$ cat src/rtl/key_pulse_pkg.sv
// key_pulse_pkg
// Shared types and elaboration-time helpers for the key_pulse_array block.
//   repeat_state_t : auto-repeat FSM state per channel
//   cnt_width()    : bit width needed to hold a counter's largest value
//   max_int()      : larger of two integers, used to size the repeat counter
package key_pulse_pkg;

  typedef enum logic [1:0] {
    IDLE   = 2'd0,
    DELAY  = 2'd1,
    REPEAT = 2'd2
  } repeat_state_t;

  // A counter that only ever reaches 0 still needs one bit.
  function automatic int cnt_width(input int max_value);
    cnt_width = (max_value < 1) ? 1 : $clog2(max_value + 1);
  endfunction

  function automatic int max_int(input int a, input int b);
    max_int = (a > b) ? a : b;
  endfunction

endpackage

$ cat src/rtl/key_pulse_channel.sv
// key_pulse_channel
// One key channel: polarity normalisation, multi-flop synchroniser,
// counter debounce, press/release strobes and optional auto-repeat.
// Ports:
//   clk, reset     : clock, synchronous active-high reset
//   key_raw        : asynchronous button input (polarity set by ACTIVE_LOW)
//   pressed        : debounced level, 1 = held
//   press_pulse    : one-cycle strobe in the first cycle pressed reads 1
//   release_pulse  : one-cycle strobe in the first cycle pressed reads 0
//   action         : release strobe (legacy mode) or press strobe plus repeats
module key_pulse_channel
  import key_pulse_pkg::*;
#(
  parameter int SYNC_STAGES      = 2,
  parameter int DEBOUNCE_CYCLES  = 16,
  parameter int ACTIVE_LOW       = 1,
  parameter int PULSE_ON_RELEASE = 1,
  parameter int REPEAT_DELAY     = 0,
  parameter int REPEAT_PERIOD    = 1
) (
  input  logic clk,
  input  logic reset,
  input  logic key_raw,
  output logic pressed,
  output logic press_pulse,
  output logic release_pulse,
  output logic action
);

  localparam int DB_W  = cnt_width(DEBOUNCE_CYCLES - 1);
  localparam int RPT_W = cnt_width(max_int(REPEAT_DELAY, REPEAT_PERIOD));

  localparam logic [DB_W-1:0]  DB_LAST    = DB_W'(DEBOUNCE_CYCLES - 1);
  localparam logic [DB_W-1:0]  DB_ONE     = DB_W'(1);
  localparam logic [RPT_W-1:0] DELAY_END  = RPT_W'(REPEAT_DELAY);
  localparam logic [RPT_W-1:0] PERIOD_END = RPT_W'(REPEAT_PERIOD);
  localparam logic [RPT_W-1:0] RPT_ONE    = RPT_W'(1);

  // Repeat only exists in press mode with a non-zero initial delay.
  localparam bit REPEAT_EN = (PULSE_ON_RELEASE == 0) && (REPEAT_DELAY > 0);

  logic                   key_norm;
  logic [SYNC_STAGES-1:0] sync;
  logic                   sync_out;
  logic                   level;
  logic [DB_W-1:0]        db_cnt;
  logic                   differs;
  logic                   flip;
  logic                   rise;
  logic                   fall;
  repeat_state_t          state;
  logic [RPT_W-1:0]       rpt_cnt;
  logic                   rpt_strobe;

  assign key_norm = (ACTIVE_LOW != 0) ? ~key_raw : key_raw;
  assign sync_out = sync[SYNC_STAGES-1];

  // Synchroniser: reset loads the released (0) level.
  always_ff @(posedge clk) begin
    if (reset) sync <= '0;
    else       sync <= {sync[SYNC_STAGES-2:0], key_norm};
  end

  // Debounce: the level flips on the DEBOUNCE_CYCLES-th consecutive
  // disagreeing sample; any agreeing sample restarts the count.
  assign differs = (sync_out != level);
  assign flip    = differs && (db_cnt == DB_LAST);
  assign rise    = flip && !level;
  assign fall    = flip && level;

  always_ff @(posedge clk) begin
    if (reset) begin
      level  <= 1'b0;
      db_cnt <= '0;
    end else begin
      if (!differs || flip) db_cnt <= '0;
      else                  db_cnt <= db_cnt + DB_ONE;
      if (flip) level <= ~level;
    end
  end

  // Strobes are registered from the same edge that updates level, so they
  // coincide with the first cycle the new level is visible.
  always_ff @(posedge clk) begin
    if (reset) begin
      press_pulse   <= 1'b0;
      release_pulse <= 1'b0;
    end else begin
      press_pulse   <= rise;
      release_pulse <= fall;
    end
  end

  // Auto-repeat: the counter holds the number of cycles elapsed since the
  // last strobe (1 in the strobe cycle). A release on the expiry edge
  // takes priority and suppresses the repeat.
  always_ff @(posedge clk) begin
    if (reset) begin
      state      <= IDLE;
      rpt_cnt    <= '0;
      rpt_strobe <= 1'b0;
    end else begin
      rpt_strobe <= 1'b0;
      if (fall) begin
        state   <= IDLE;
        rpt_cnt <= '0;
      end else begin
        case (state)
          IDLE: begin
            if (rise && REPEAT_EN) begin
              state   <= DELAY;
              rpt_cnt <= RPT_ONE;
            end
          end
          DELAY: begin
            if (rpt_cnt == DELAY_END) begin
              rpt_strobe <= 1'b1;
              rpt_cnt    <= RPT_ONE;
              state      <= REPEAT;
            end else begin
              rpt_cnt <= rpt_cnt + RPT_ONE;
            end
          end
          REPEAT: begin
            if (rpt_cnt == PERIOD_END) begin
              rpt_strobe <= 1'b1;
              rpt_cnt    <= RPT_ONE;
            end else begin
              rpt_cnt <= rpt_cnt + RPT_ONE;
            end
          end
          default: begin
            state   <= IDLE;
            rpt_cnt <= '0;
          end
        endcase
      end
    end
  end

  assign pressed = level;
  assign action  = (PULSE_ON_RELEASE != 0) ? release_pulse
                                           : (press_pulse | rpt_strobe);

endmodule

$ cat src/rtl/key_pulse_array.sv
// key_pulse_array
// N_KEYS independent debounced key channels for the game controls.
// Bit i of every vector port belongs to channel i.
// Ports:
//   clk, reset     : clock, synchronous active-high reset
//   key_raw        : asynchronous button inputs
//   pressed        : debounced levels, 1 = held
//   press_pulse    : one-cycle strobes on debounced press
//   release_pulse  : one-cycle strobes on debounced release
//   action         : one-cycle action strobes (release, or press + repeats)
module key_pulse_array
  import key_pulse_pkg::*;
#(
  parameter int N_KEYS           = 4,
  parameter int SYNC_STAGES      = 2,
  parameter int DEBOUNCE_CYCLES  = 16,
  parameter int ACTIVE_LOW       = 1,
  parameter int PULSE_ON_RELEASE = 1,
  parameter int REPEAT_DELAY     = 0,
  parameter int REPEAT_PERIOD    = 1
) (
  input  logic              clk,
  input  logic              reset,
  input  logic [N_KEYS-1:0] key_raw,
  output logic [N_KEYS-1:0] pressed,
  output logic [N_KEYS-1:0] press_pulse,
  output logic [N_KEYS-1:0] release_pulse,
  output logic [N_KEYS-1:0] action
);

  for (genvar i = 0; i < N_KEYS; i++) begin : g_chan
    key_pulse_channel #(
      .SYNC_STAGES      (SYNC_STAGES),
      .DEBOUNCE_CYCLES  (DEBOUNCE_CYCLES),
      .ACTIVE_LOW       (ACTIVE_LOW),
      .PULSE_ON_RELEASE (PULSE_ON_RELEASE),
      .REPEAT_DELAY     (REPEAT_DELAY),
      .REPEAT_PERIOD    (REPEAT_PERIOD)
    ) u_chan (
      .clk           (clk),
      .reset         (reset),
      .key_raw       (key_raw[i]),
      .pressed       (pressed[i]),
      .press_pulse   (press_pulse[i]),
      .release_pulse (release_pulse[i]),
      .action        (action[i])
    );
  end

endmodule
$ cat config.mk
export PLATFORM = sky130hd
export DESIGN_NAME = key_pulse_array
export DESIGN_NICKNAME = d
export VERILOG_FILES = /design/src/rtl/key_pulse_pkg.sv /design/src/rtl/key_pulse_channel.sv /design/src/rtl/key_pulse_array.sv
export SDC_FILE = /design/constraint.sdc
export NUM_CORES = 1
export LEC_CHECK = 0
export ABC_AREA = 0
export BUFFER_PORTS_ARGS = -buffer_cell sky130_fd_sc_hd__buf_4
export CAP_MARGIN = 20
export CORE_MARGIN = 10
export CORE_UTILIZATION = 35
export CTS_BUF_LIST = sky130_fd_sc_hd__clkbuf_8
export DETAILED_ROUTE_END_ITERATION = 12
export PLACE_DENSITY = 0.54
export SLEW_MARGIN = 0
export SYNTH_ARGS = -nofsm -noshare
export SYNTH_HDL_FRONTEND = slang
export SYNTH_SLANG_ARGS = --single-unit
$ cat constraint.sdc
create_clock -name clk -period 3.6 [get_ports clk]
set_input_delay 0.72 -clock clk [delete_from_list [all_inputs] [get_ports clk]]
set_output_delay 0.72 -clock clk [all_outputs]
set_load 0.1 [all_outputs]
==> results.sh, run 1 <==
export IMPL_worstPathRequired_ps=2880
export IMPL_run_status="finished clean"
export IMPL_min_period_ps=1732
export IMPL_dr_pass1_iters=4
export IMPL_drv_cap=0
export IMPL_netlist_area_mm2=0.001323
export IMPL_grt_setup_unrepaired="no"
export IMPL_register_area_um2=720.7
export IMPL_ys_warnings_count=0
export IMPL_drt_iter0_markers=32
export IMPL_hold_buffers=0
export IMPL_cts_buffer_depth=2
export IMPL_place_congestion=0.6782
export IMPL_die_h_um=81.47
export IMPL_io_buffers=21
export IMPL_finalCritPeriodShare_pct=48.10
export IMPL_vias=825
export IMPL_tightest_slew_ps=280.9
export IMPL_post_cts_buffers=0
export IMPL_slowest_delay_ps=410
export IMPL_grt_overflow=0
export IMPL_hold_violations=0
export IMPL_hold_class="flop to flop"
export IMPL_h_tree_depth=2
export IMPL_total_power_uw=716.6
export IMPL_grt_pass1_wl_mm=3.629
export IMPL_track_usage_pct=7.160
export IMPL_cp_top_family="flip-flops"
export IMPL_grt_pass1_vias=848
export IMPL_cts_clk_slew_worst_paths_ps=60
export IMPL_leakagePower_uw=0.0006678
export IMPL_ir_worst_vdd_mv=0.2725
export IMPL_nFillCells=374
export IMPL_cts_buffers=5
export IMPL_cts_tree="yes"
export IMPL_area_delta_synth_final_pct=14.10
export IMPL_yosysSeqAreaShare_pct=54.49
export IMPL_final_setup_tns_ps=0
export IMPL_critPathSlowestCell="dfxtp_1"
export IMPL_ant_nets=0
export IMPL_rows=22
export IMPL_layout_drive_gt1_share_pct=20.44
export IMPL_syn_nets=137
export IMPL_antenna_found_initial=0
export IMPL_design_core_area_mm2=0.003661
export IMPL_fmax_mhz=577.5
export IMPL_synth_distinct_cells=15
export IMPL_final_core_util_pct=41.22
export IMPL_diodes=0
export IMPL_skew_ps=3.723
export IMPL_synthesis_instances=127
export IMPL_fp_dieW_um=81.47
export IMPL_cp_arrival_ps=1010
export IMPL_wirelength_mm=2.046
export IMPL_routedWlPerCell_um=11.06
export IMPL_drv_slew=0
export IMPL_path_max_fanout=5
export IMPL_fp_dieArea_mm2=0.006637
export IMPL_synth_seq_cells=36
export IMPL_cts_sinks=36
export IMPL_viasPerCell=4.459
export IMPL_p_per_area_mw_per_mm2=474.9
export IMPL_path_cells="buf_4"
export IMPL_crit_path_end_kind="output port"
export IMPL_io_pins=22
export IMPL_final_nets=147
export IMPL_drc=0
export IMPL_cts_resized=0
export IMPL_initial_core_util_pct=36.12
export IMPL_path_buf_inv=1
export IMPL_cts_root_buf="clkbuf_8"
export IMPL_slew_headroom_pct=81.01
export IMPL_crit_path_start_kind="flop"
export IMPL_setup_viol_count_final=0
export IMPL_dp_hpwl_mm=1.584
export IMPL_insertion_delay_ps=270
export IMPL_critPathKind="flop to output port"
export IMPL_grt_max_degree=26
export IMPL_synth_area_per_cell_um2=10.41
export IMPL_multi_input_area_um2=455.4
-- through the flow --
step | worst slack [ps] | cells | hold WS, ps | instance area [um^2]
6_report | 1868 | 185 | 435.7 | 1509
5_1_grt | 1817 | 185 | 458.8 | 1509
4_1_cts | 1859 | 185 | 440.2 | 1509
3_5_place_dp | 2066 | 178 | 424.7 | 1413
3_3_place_gp | 2100 | 178 | 417.7 | 1413
2_1_floorplan | 2215 | 127 | 413.8 | 1323
-- cell families (layout without fill, tap and decap cells) --
kind of cell	after synthesis	count (layout)	share of synthesized area [%]
xor gates and xnor gates	12	12	7.947
adders and majority gates	4	4	3.784
buffers and inverters	23	33	11.07
DFF	36	36	54.49
muxes	4	4	3.028
and+or+nand+nor	48	48	19.68
-- Yosys cell counts --
cell / n / share of area, %
nor4b_1: 8 / 5.3
nor2_1: 20 / 5.7
clkbuf_1: 2 / 0.57
nand3_1: 10 / 3.8
ha_1: 4 / 3.8
or3b_1: 2 / 1.3
xnor2_1: 4 / 2.6
and3_1: 2 / 0.95
nor3_1: 2 / 0.76
inv_1: 5 / 1.4
nor2b_1: 4 / 1.9
buf_4: 16 / 9.1
xor2_1: 8 / 5.3
mux2i_1: 4 / 3.0
dfxtp_1: 36 / 54
-- power by group --
part	internal [uW]	switching [uW]	leakage (uW)	total [uW]
combinational	7.79	8.31	0.000326	16.1
sequential	404	3.26	0.000292	407
clock	170	123	0.0000503	293
total	582	135	0.000668	717
-- state kept, by name (all words and copies together) (netlist names) --
| name | cells |
|---|---|
| g_chan.u_chan.sync | 8 |
| g_chan.u_chan.pressed | 4 |
| g_chan.u_chan.db_cnt | 16 |
| g_chan.u_chan.action | 4 |
| g_chan.u_chan.press_pulse | 4 |
-- metal layers --
| layer | share of wire, % | GRT usage, % | wire, um |
|---|---|---|---|
| met4 | 2.1 | 4.152 | 42 |
| met3 | 4.5 | 3.384 | 93 |
| met5 | 0 | 0 | 0 |
| met1 | 37 | 6.262 | 765 |
| met2 | 56 | 13.11 | 1145 |
-- final cells by class --
cell class | instances | share of cell area, %
inverters | 5 | 1.244
well taps | 48 | 3.980
repair buffers | 21 | 10.45
clock buffers | 7 | 6.385
multi-input cells | 68 | 30.18
flip-flops and latches | 36 | 47.76
-- final timing paths --
path                                    startpoint                                     to  slack [ps]  cells past startpoint
max          g_chan[2].u_chan.pressed$_SDFFE_PP0P_                             pressed[2]        1870                      1
min            g_chan[2].u_chan.sync[0]$_SDFF_PP0_    g_chan[2].u_chan.sync[1]$_SDFF_PP0_         440                      1
max reg2reg  g_chan[2].u_chan.db_cnt[0]$_SDFF_PP0_  g_chan[2].u_chan.db_cnt[3]$_SDFF_PP0_        2280                      4
min reg2reg    g_chan[2].u_chan.sync[0]$_SDFF_PP0_    g_chan[2].u_chan.sync[1]$_SDFF_PP0_         440                      1
-- placed cells by master (no fill, tap or decap) --
cell type  count
nor2b_1        4
mux2i_1        4
ha_1           4
or3b_1         2
nor3_1         2
xor2_1         8
dfxtp_1       36
nand3_1       10
nor4b_1        8
nor2_1        20
xnor2_1        4
clkbuf_8       7
buf_4         21
and3_1         2
inv_1          5
Note: power is estimated with default switching activity, not from simulation.
==> run 2, diff against run 1 <==
--- a/config.mk
+++ b/config.mk
@@ -12,7 +12,7 @@
 export CORE_UTILIZATION = 35
 export CTS_BUF_LIST = sky130_fd_sc_hd__clkbuf_8
 export DETAILED_ROUTE_END_ITERATION = 12
-export PLACE_DENSITY = 0.54
+export PLACE_DENSITY = 0.56
 export SLEW_MARGIN = 0
 export SYNTH_ARGS = -nofsm -noshare
 export SYNTH_HDL_FRONTEND = slang
==> constraint.sdc (replaced) <==
create_clock -name clk -period 1.51 [get_ports clk]
set_input_delay 0.302 -clock clk [delete_from_list [all_inputs] [get_ports clk]]
set_output_delay 0.302 -clock clk [all_outputs]
set_load 0.1 [all_outputs]
==> run 2 against run 1 <==
Effect of this change: global-route usage down 0.40 points; register-to-register slack worse by 2100 ps; critical endpoint is now pressed[0]; clock skew down 0.76 ps; cell count unchanged; worst setup slack worse by 1700 ps; power up 130%; sequential power up 140%; clock power up 110%.
==> results.sh, run 2 (same netlist as run 1, synthesis figures left out) <==
export IMPL_final_setup_tns_ps=0
export IMPL_grt_use_met1_pct=5.694
export IMPL_setup_viol_count_final=0
export IMPL_post_cts_buffers=0
export IMPL_layout_drive_gt1_share_pct=19.71
export IMPL_cell_internal_pwr_uw=1287
export IMPL_hold_buffers=0
export IMPL_antenna_found_initial=0
export IMPL_h_tree_depth=2
export IMPL_multi_input_area_um2=455.4
export IMPL_p_clk_share_pct=37.5
export IMPL_io_buffers=21
export IMPL_cts_buffers=5
export IMPL_cts_sinks=36
export IMPL_nFillCells=365
export IMPL_p_sw_uw=327.4
export IMPL_leakagePower_uw=0.0006627
export IMPL_fmax_mhz=759.5
export IMPL_cp_arrival_ps=1010
export IMPL_cp_top_family="flip-flops"
export IMPL_drv_cap=0
export IMPL_routedWlPerCell_um=11.09
export IMPL_grt_max_degree=26
export IMPL_instances_no_fill=185
export IMPL_ir_worst_vdd_mv=0.4943
export IMPL_crit_path_start_kind="flop"
export IMPL_path_cells="buf_4"
export IMPL_grt_busiest_layer="met2"
export IMPL_cts_buffer_depth=2
export IMPL_register_area_um2=720.7
export IMPL_grt_pass1_vias=809
export IMPL_final_nets=147
export IMPL_global_route_usage_met2_pct=11.93
export IMPL_ant_nets=0
export IMPL_grt_setup_unrepaired="no"
export IMPL_skew_ps=2.965
export IMPL_swShare_pct=20.28
export IMPL_critPathSlowestCell="dfxtp_1"
export IMPL_hold_violations=0
export IMPL_design_core_area_mm2=0.003661
export IMPL_vias=814
export IMPL_reg_top3="g_chan.u_chan.db_cnt: 16 flops, g_chan.u_chan.sync: 8 flops"
export IMPL_hold_class="input port to flop"
export IMPL_cts_tree="yes"
export IMPL_layout_common_cells="36 x dfxtp_1, 21 x buf_4, 20 x nor2_1"
export IMPL_path_max_fanout=5
export IMPL_place_congestion=0.6967
export IMPL_insertion_delay_ps=280
export IMPL_viasPerCell=4.400
export IMPL_track_usage_pct=6.759
export IMPL_area_delta_synth_final_pct=12.68
export IMPL_final_common_cell="dfxtp_1"
export IMPL_dr_pass1_iters=4
export IMPL_tightest_slew_ps=261.0
export IMPL_drt_iter0_markers=25
export IMPL_wirelength_mm=2.051
export IMPL_die_h_um=81.47
export IMPL_cts_resized=0
export IMPL_dp_cells=178
export IMPL_p_per_area_mw_per_mm2=1084
export IMPL_min_period_ps=1317
export IMPL_final_core_util_pct=40.70
export IMPL_slew_headroom_pct=82.35
export IMPL_fp_dieW_um=81.47
export IMPL_path_buf_inv=1
export IMPL_worstPathRequired_ps=1210
export IMPL_fp_dieArea_mm2=0.006637
export IMPL_initial_core_util_pct=36.12
export IMPL_grt_overflow=0
export IMPL_io_pins=22
export IMPL_dp_hpwl_mm=1.537
export IMPL_top_register="g_chan.u_chan.db_cnt"
export IMPL_diodes=0
export IMPL_largest_register_ffs=16
export IMPL_drv_slew=0
export IMPL_slowest_delay_ps=410
export IMPL_run_status="finished clean"
export IMPL_comb_power_share_pct=2.4
export IMPL_seq_power_share_pct=60.1
export IMPL_cts_root_buf="clkbuf_8"
export IMPL_grt_use_met3_pct=4.039
export IMPL_grt_pass1_wl_mm=3.367
export IMPL_drc=0
export IMPL_cts_clk_slew_worst_paths_ps=60
export IMPL_crit_path_end_kind="output port"
export IMPL_critPathKind="flop to output port"
export IMPL_finalCritPeriodShare_pct=87.20
export IMPL_rows=22
[run 2: cell count changes in the layout (fill, tap and decap cells not counted)]
| cell | before | now |
|---|---|---|
| clkinv_2 | 0 | 1 |
| clkbuf_8 | 7 | 5 |
| inv_1 | 5 | 6 |
[run 2: area by class of cell]
type                            count  area share (%)
Tap cell                           48           4.030
Inverter                            5           1.259
Clock inverter                      2          0.5877
Clock buffer                        5           4.618
Multi-Input combinational cell     68           30.56
Timing Repair Buffer               21           10.58
Sequential cell                    36           48.36
[run 2: per-layer routing]
layer / part of all wire (%) / routed length (um)
met3: 4.6 / 94
met4: 2.3 / 47
met5: 0 / 0
met2: 55 / 1121
met1: 38 / 787
[run 2: final timing paths]
kind	from	to	slack, ps	depth (start not counted)
max	g_chan[0].u_chan.pressed$_SDFFE_PP0P_	pressed[0]	190	1
min	key_raw[2]	g_chan[2].u_chan.sync[0]$_SDFF_PP0_	160	2
max reg2reg	g_chan[2].u_chan.db_cnt[0]$_SDFF_PP0_	g_chan[2].u_chan.db_cnt[3]$_SDFF_PP0_	220	4
min reg2reg	g_chan[3].u_chan.sync[0]$_SDFF_PP0_	g_chan[3].u_chan.sync[1]$_SDFF_PP0_	440	1
[run 2: power by group through the flow]
stage	combinational, uW	clock, uW	sequential [uW]
3_5_place_dp	39.6	0	992
3_3_place_gp	38.2	0	992
4_1_cts	39.6	639	971
2_1_floorplan	23.4	0	990
6_report	38.7	605	971
5_1_grt	44.4	673	972
[run 2: through the flow]
step / hold slack, ps / area [um^2] / worst slack [ps] / power [uW]
5_1_grt: 150.9 / 1490 / 135.0 / 1689
2_1_floorplan: 368.7 / 1323 / 310.5 / 1014
6_report: 160.3 / 1490 / 193.4 / 1615
3_3_place_gp: 419.6 / 1413 / 272.3 / 1030
3_5_place_dp: 420.4 / 1413 / 234.5 / 1032
4_1_cts: 148.9 / 1490 / 175.9 / 1650
==> run 3, diff against run 2 <==
--- a/config.mk
+++ b/config.mk
@@ -5,15 +5,14 @@
 export SDC_FILE = /design/constraint.sdc
 export NUM_CORES = 1
 export LEC_CHECK = 0
-export ABC_AREA = 0
+export ABC_AREA = 1
 export BUFFER_PORTS_ARGS = -buffer_cell sky130_fd_sc_hd__buf_4
 export CAP_MARGIN = 20
 export CORE_MARGIN = 10
 export CORE_UTILIZATION = 35
 export CTS_BUF_LIST = sky130_fd_sc_hd__clkbuf_8
 export DETAILED_ROUTE_END_ITERATION = 12
-export PLACE_DENSITY = 0.56
-export SLEW_MARGIN = 0
+export PLACE_DENSITY = 0.55
 export SYNTH_ARGS = -nofsm -noshare
 export SYNTH_HDL_FRONTEND = slang
 export SYNTH_SLANG_ARGS = --single-unit
==> run 3 against run 2 <==
Effect of this change: clock skew rose by 0.91 ps; clock power is 18% higher; utilization is 0.18 points lower; sequential power is essentially flat; non-clock buffer count is the same; cell count up 23%; via count increased by 22%; power up 7.4%; fmax decreased by 4.6%; combinational power rose by 26%; final area increased by 9.6%; sequential share of layout area fell by 4.2 points; critical path type unchanged.
==> results.sh, run 3 <==
export IMPL_run_status="finished clean"
export IMPL_path_buf_inv=1
export IMPL_grt_use_met3_pct=2.899
export IMPL_netlist_area_mm2=0.001459
export IMPL_top_register="g_chan.u_chan.db_cnt"
export IMPL_async_flop_share_pct=0
export IMPL_yosys_cell_count_top_type="dfxtp_1"
export IMPL_largest_register_ffs=16
export IMPL_synth_edf_count=0
export IMPL_whs_path_depth=2
export IMPL_drv_slew=0
export IMPL_hold_class="input port to flop"
export IMPL_cp_top_family="flip-flops"
export IMPL_global_route_usage_met2_pct=12.35
export IMPL_setup_viol_count_final=0
export IMPL_path_max_fanout=4
export IMPL_p_clk_share_pct=41.2
export IMPL_path_cells="buf_4"
export IMPL_synth_area_leaders="dfxtp_1 49%, buf_4 8.2%, nor2_1 7.7%, inv_1 6.2%, nand2_1 5.4%"
export IMPL_r2r_end="g_chan[3].u_chan.db_cnt[0]$_SDFF_PP0_"
export IMPL_hp_start="key_raw[1]"
export IMPL_reg2reg_slack_ps=400
export IMPL_grt_setup_unrepaired="no"
export IMPL_critPathSlowestCell="dfxtp_1"
export IMPL_io_pins=22
export IMPL_skew_ps=3.871
export IMPL_fp_dieW_um=84.56
export IMPL_dp_cells=221
export IMPL_area_delta_synth_final_pct=11.92
export IMPL_wirelength_mm=2.430
export IMPL_final_setup_tns_ps=0
export IMPL_cts_clk_slew_worst_paths_ps=70
export IMPL_rows=23
export IMPL_cts_tree="yes"
export IMPL_grt_overflow=0
export IMPL_post_cts_buffers=0
export IMPL_synth_top_area_cell="dfxtp_1"
export IMPL_initial_core_util_pct=36.21
export IMPL_instances_no_fill=228
export IMPL_yosysSeqAreaShare_pct=49.40
export IMPL_grt_pass1_wl_mm=4.367
export IMPL_synth_common_cells="36 x dfxtp_1, 30 x nor2_1, 24 x inv_1, 21 x nand2_1, 16 x buf_4"
export IMPL_final_common_cell="dfxtp_1"
export IMPL_routedWlPerCell_um=10.66
export IMPL_drv_cap=0
export IMPL_grt_busiest_layer="met2"
export IMPL_syn_nets=178
export IMPL_cts_sinks=36
export IMPL_fp_dieArea_mm2=0.007150
export IMPL_crit_path_start_kind="flop"
export IMPL_cts_root_buf="clkbuf_8"
export IMPL_ir_worst_vdd_mv=0.4669
export IMPL_grt_max_degree=17
export IMPL_finalCritPeriodShare_pct=91.42
export IMPL_grt_use_met1_pct=7.182
export IMPL_h_tree_depth=2
export IMPL_critPathKind="flop to output port"
export IMPL_track_usage_pct=7.334
export IMPL_layout_common_cells="36 x dfxtp_1, 30 x nor2_1, 24 x inv_1"
export IMPL_cts_buffer_depth=2
export IMPL_drt_iter0_markers=21
export IMPL_final_nets=188
export IMPL_cp_arrival_ps=1080
export IMPL_slew_headroom_pct=81.30
export IMPL_cell_internal_pwr_uw=1388
export IMPL_grt_pass1_vias=1077
export IMPL_worstPathRequired_ps=1210
export IMPL_ys_flop_type="dfxtp_1"
export IMPL_synth_area_per_cell_um2=8.684
export IMPL_ant_nets=0
export IMPL_tightest_slew_ps=282.9
export IMPL_rr_worst_depth=4
export IMPL_min_period_ps=1380
export IMPL_cts_buffers=5
export IMPL_synth_seq_cells=36
export IMPL_p_per_area_mw_per_mm2=1062
export IMPL_layout_drive_gt1_share_pct=23.03
export IMPL_design_core_area_mm2=0.004029
export IMPL_min_to="g_chan[1].u_chan.sync[0]$_SDFF_PP0_"
export IMPL_dr_pass1_iters=4
export IMPL_hold_buffers=0
export IMPL_viasPerCell=4.364
export IMPL_dp_hpwl_mm=1.861
export IMPL_place_congestion=0.6979
export IMPL_reg_top3="g_chan.u_chan.db_cnt: 16 flops, g_chan.u_chan.sync: 8 flops"
export IMPL_yosys_area_top_type_share_pct=49.40
export IMPL_die_h_um=84.56
export IMPL_final_core_util_pct=40.53
export IMPL_r2r_start="g_chan[3].u_chan.db_cnt[0]$_SDFF_PP0_"
export IMPL_fmax_mhz=724.4
export IMPL_leakagePower_uw=0.0006862
export IMPL_hold_violations=0
export IMPL_seq_power_share_pct=56.0
export IMPL_ys_warnings_count=0
export IMPL_vias=995
export IMPL_synth_distinct_cells=18
export IMPL_slowest_delay_ps=460
export IMPL_hold_worst_slack_ps=157.8
export IMPL_diodes=0
export IMPL_drc=0
export IMPL_swShare_pct=19.93
export IMPL_p_sw_uw=345.4
export IMPL_synthesis_instances=168
export IMPL_cts_resized=0
export IMPL_insertion_delay_ps=280
export IMPL_antenna_found_initial=0
export IMPL_io_buffers=21
export IMPL_comb_power_share_pct=2.8
export IMPL_crit_path_end_kind="output port"
## run 3: changes by cell type after synthesis, moves of 3 or more
cell | before | now
nand2_2 | 0 | 3
xor2_1 | 8 | 0
o21ai_1 | 0 | 4
nor2b_1 | 4 | 0
nor2_1 | 20 | 30
inv_1 | 5 | 24
nand4_1 | 0 | 4
nand3_2 | 0 | 4
mux2i_1 | 4 | 0
nor4b_1 | 8 | 0
nand3_1 | 10 | 6
nand2_1 | 0 | 21
## run 3: cells by family (layout without fill, tap and decap cells)
kind of cell               count (synthesis)  after routing  synth area share, %
xor gates and xnor gates                   4              4                2.401
DFF                                       36             36                49.40
adders and majority gates                  4              4                3.431
and+or+nand+nor                           77             77                26.84
buffers and inverters                     43             53                16.55
AOI/OAI and AO/OA                          4              4                1.372
## run 3: worst max-delay path by stage
stage	startpoint	slack, ps	cells past startpoint	to
after floorplan	g_chan[1].u_chan.pressed$_SDFFE_PP0P_	460	1	pressed[1]
after global placement	g_chan[1].u_chan.pressed$_SDFFE_PP0P_	440	1	pressed[1]
after detailed placement	g_chan[1].u_chan.pressed$_SDFFE_PP0P_	410	1	pressed[1]
after CTS	g_chan[1].u_chan.pressed$_SDFFE_PP0P_	110	1	pressed[1]
after global routing	g_chan[1].u_chan.pressed$_SDFFE_PP0P_	70	1	pressed[1]
final	g_chan[1].u_chan.pressed$_SDFFE_PP0P_	130	1	pressed[1]
## run 3: power by group through the flow
stage,Clock [uW],Sequential [uW],Combinational [uW]
floorplan,0,990,38.1
global placement,0,991,47.2
detailed placement,0,992,49.7
CTS,744,970,49.9
global route,775,972,57.2
finish,714,971,48.7
## run 3: through the flow
step	power [uW]	area, um^2	setup slack [ps]
6_report	1734	1633	129.5
5_1_grt	1803	1633	72.72
4_1_cts	1764	1633	109.2
3_5_place_dp	1042	1536	413.6
3_3_place_gp	1038	1536	437.3
2_1_floorplan	1028	1459	456.0
## run 3: per-layer routing
layer,up-vias,part of all wire [%]
li1,519,-
met1,450,43
met2,20,49
met3,6,5.7
met4,0,2.3
met5,-,0
## run 3: cell type report
cell class	instances	area [um^2]
repair buffers	21	157.7
multi-input cells	89	496.7
flip-flops and latches	36	720.7
well taps	50	62.56
clock buffers	7	96.34
inverters	25	98.84
fillers	406	2396
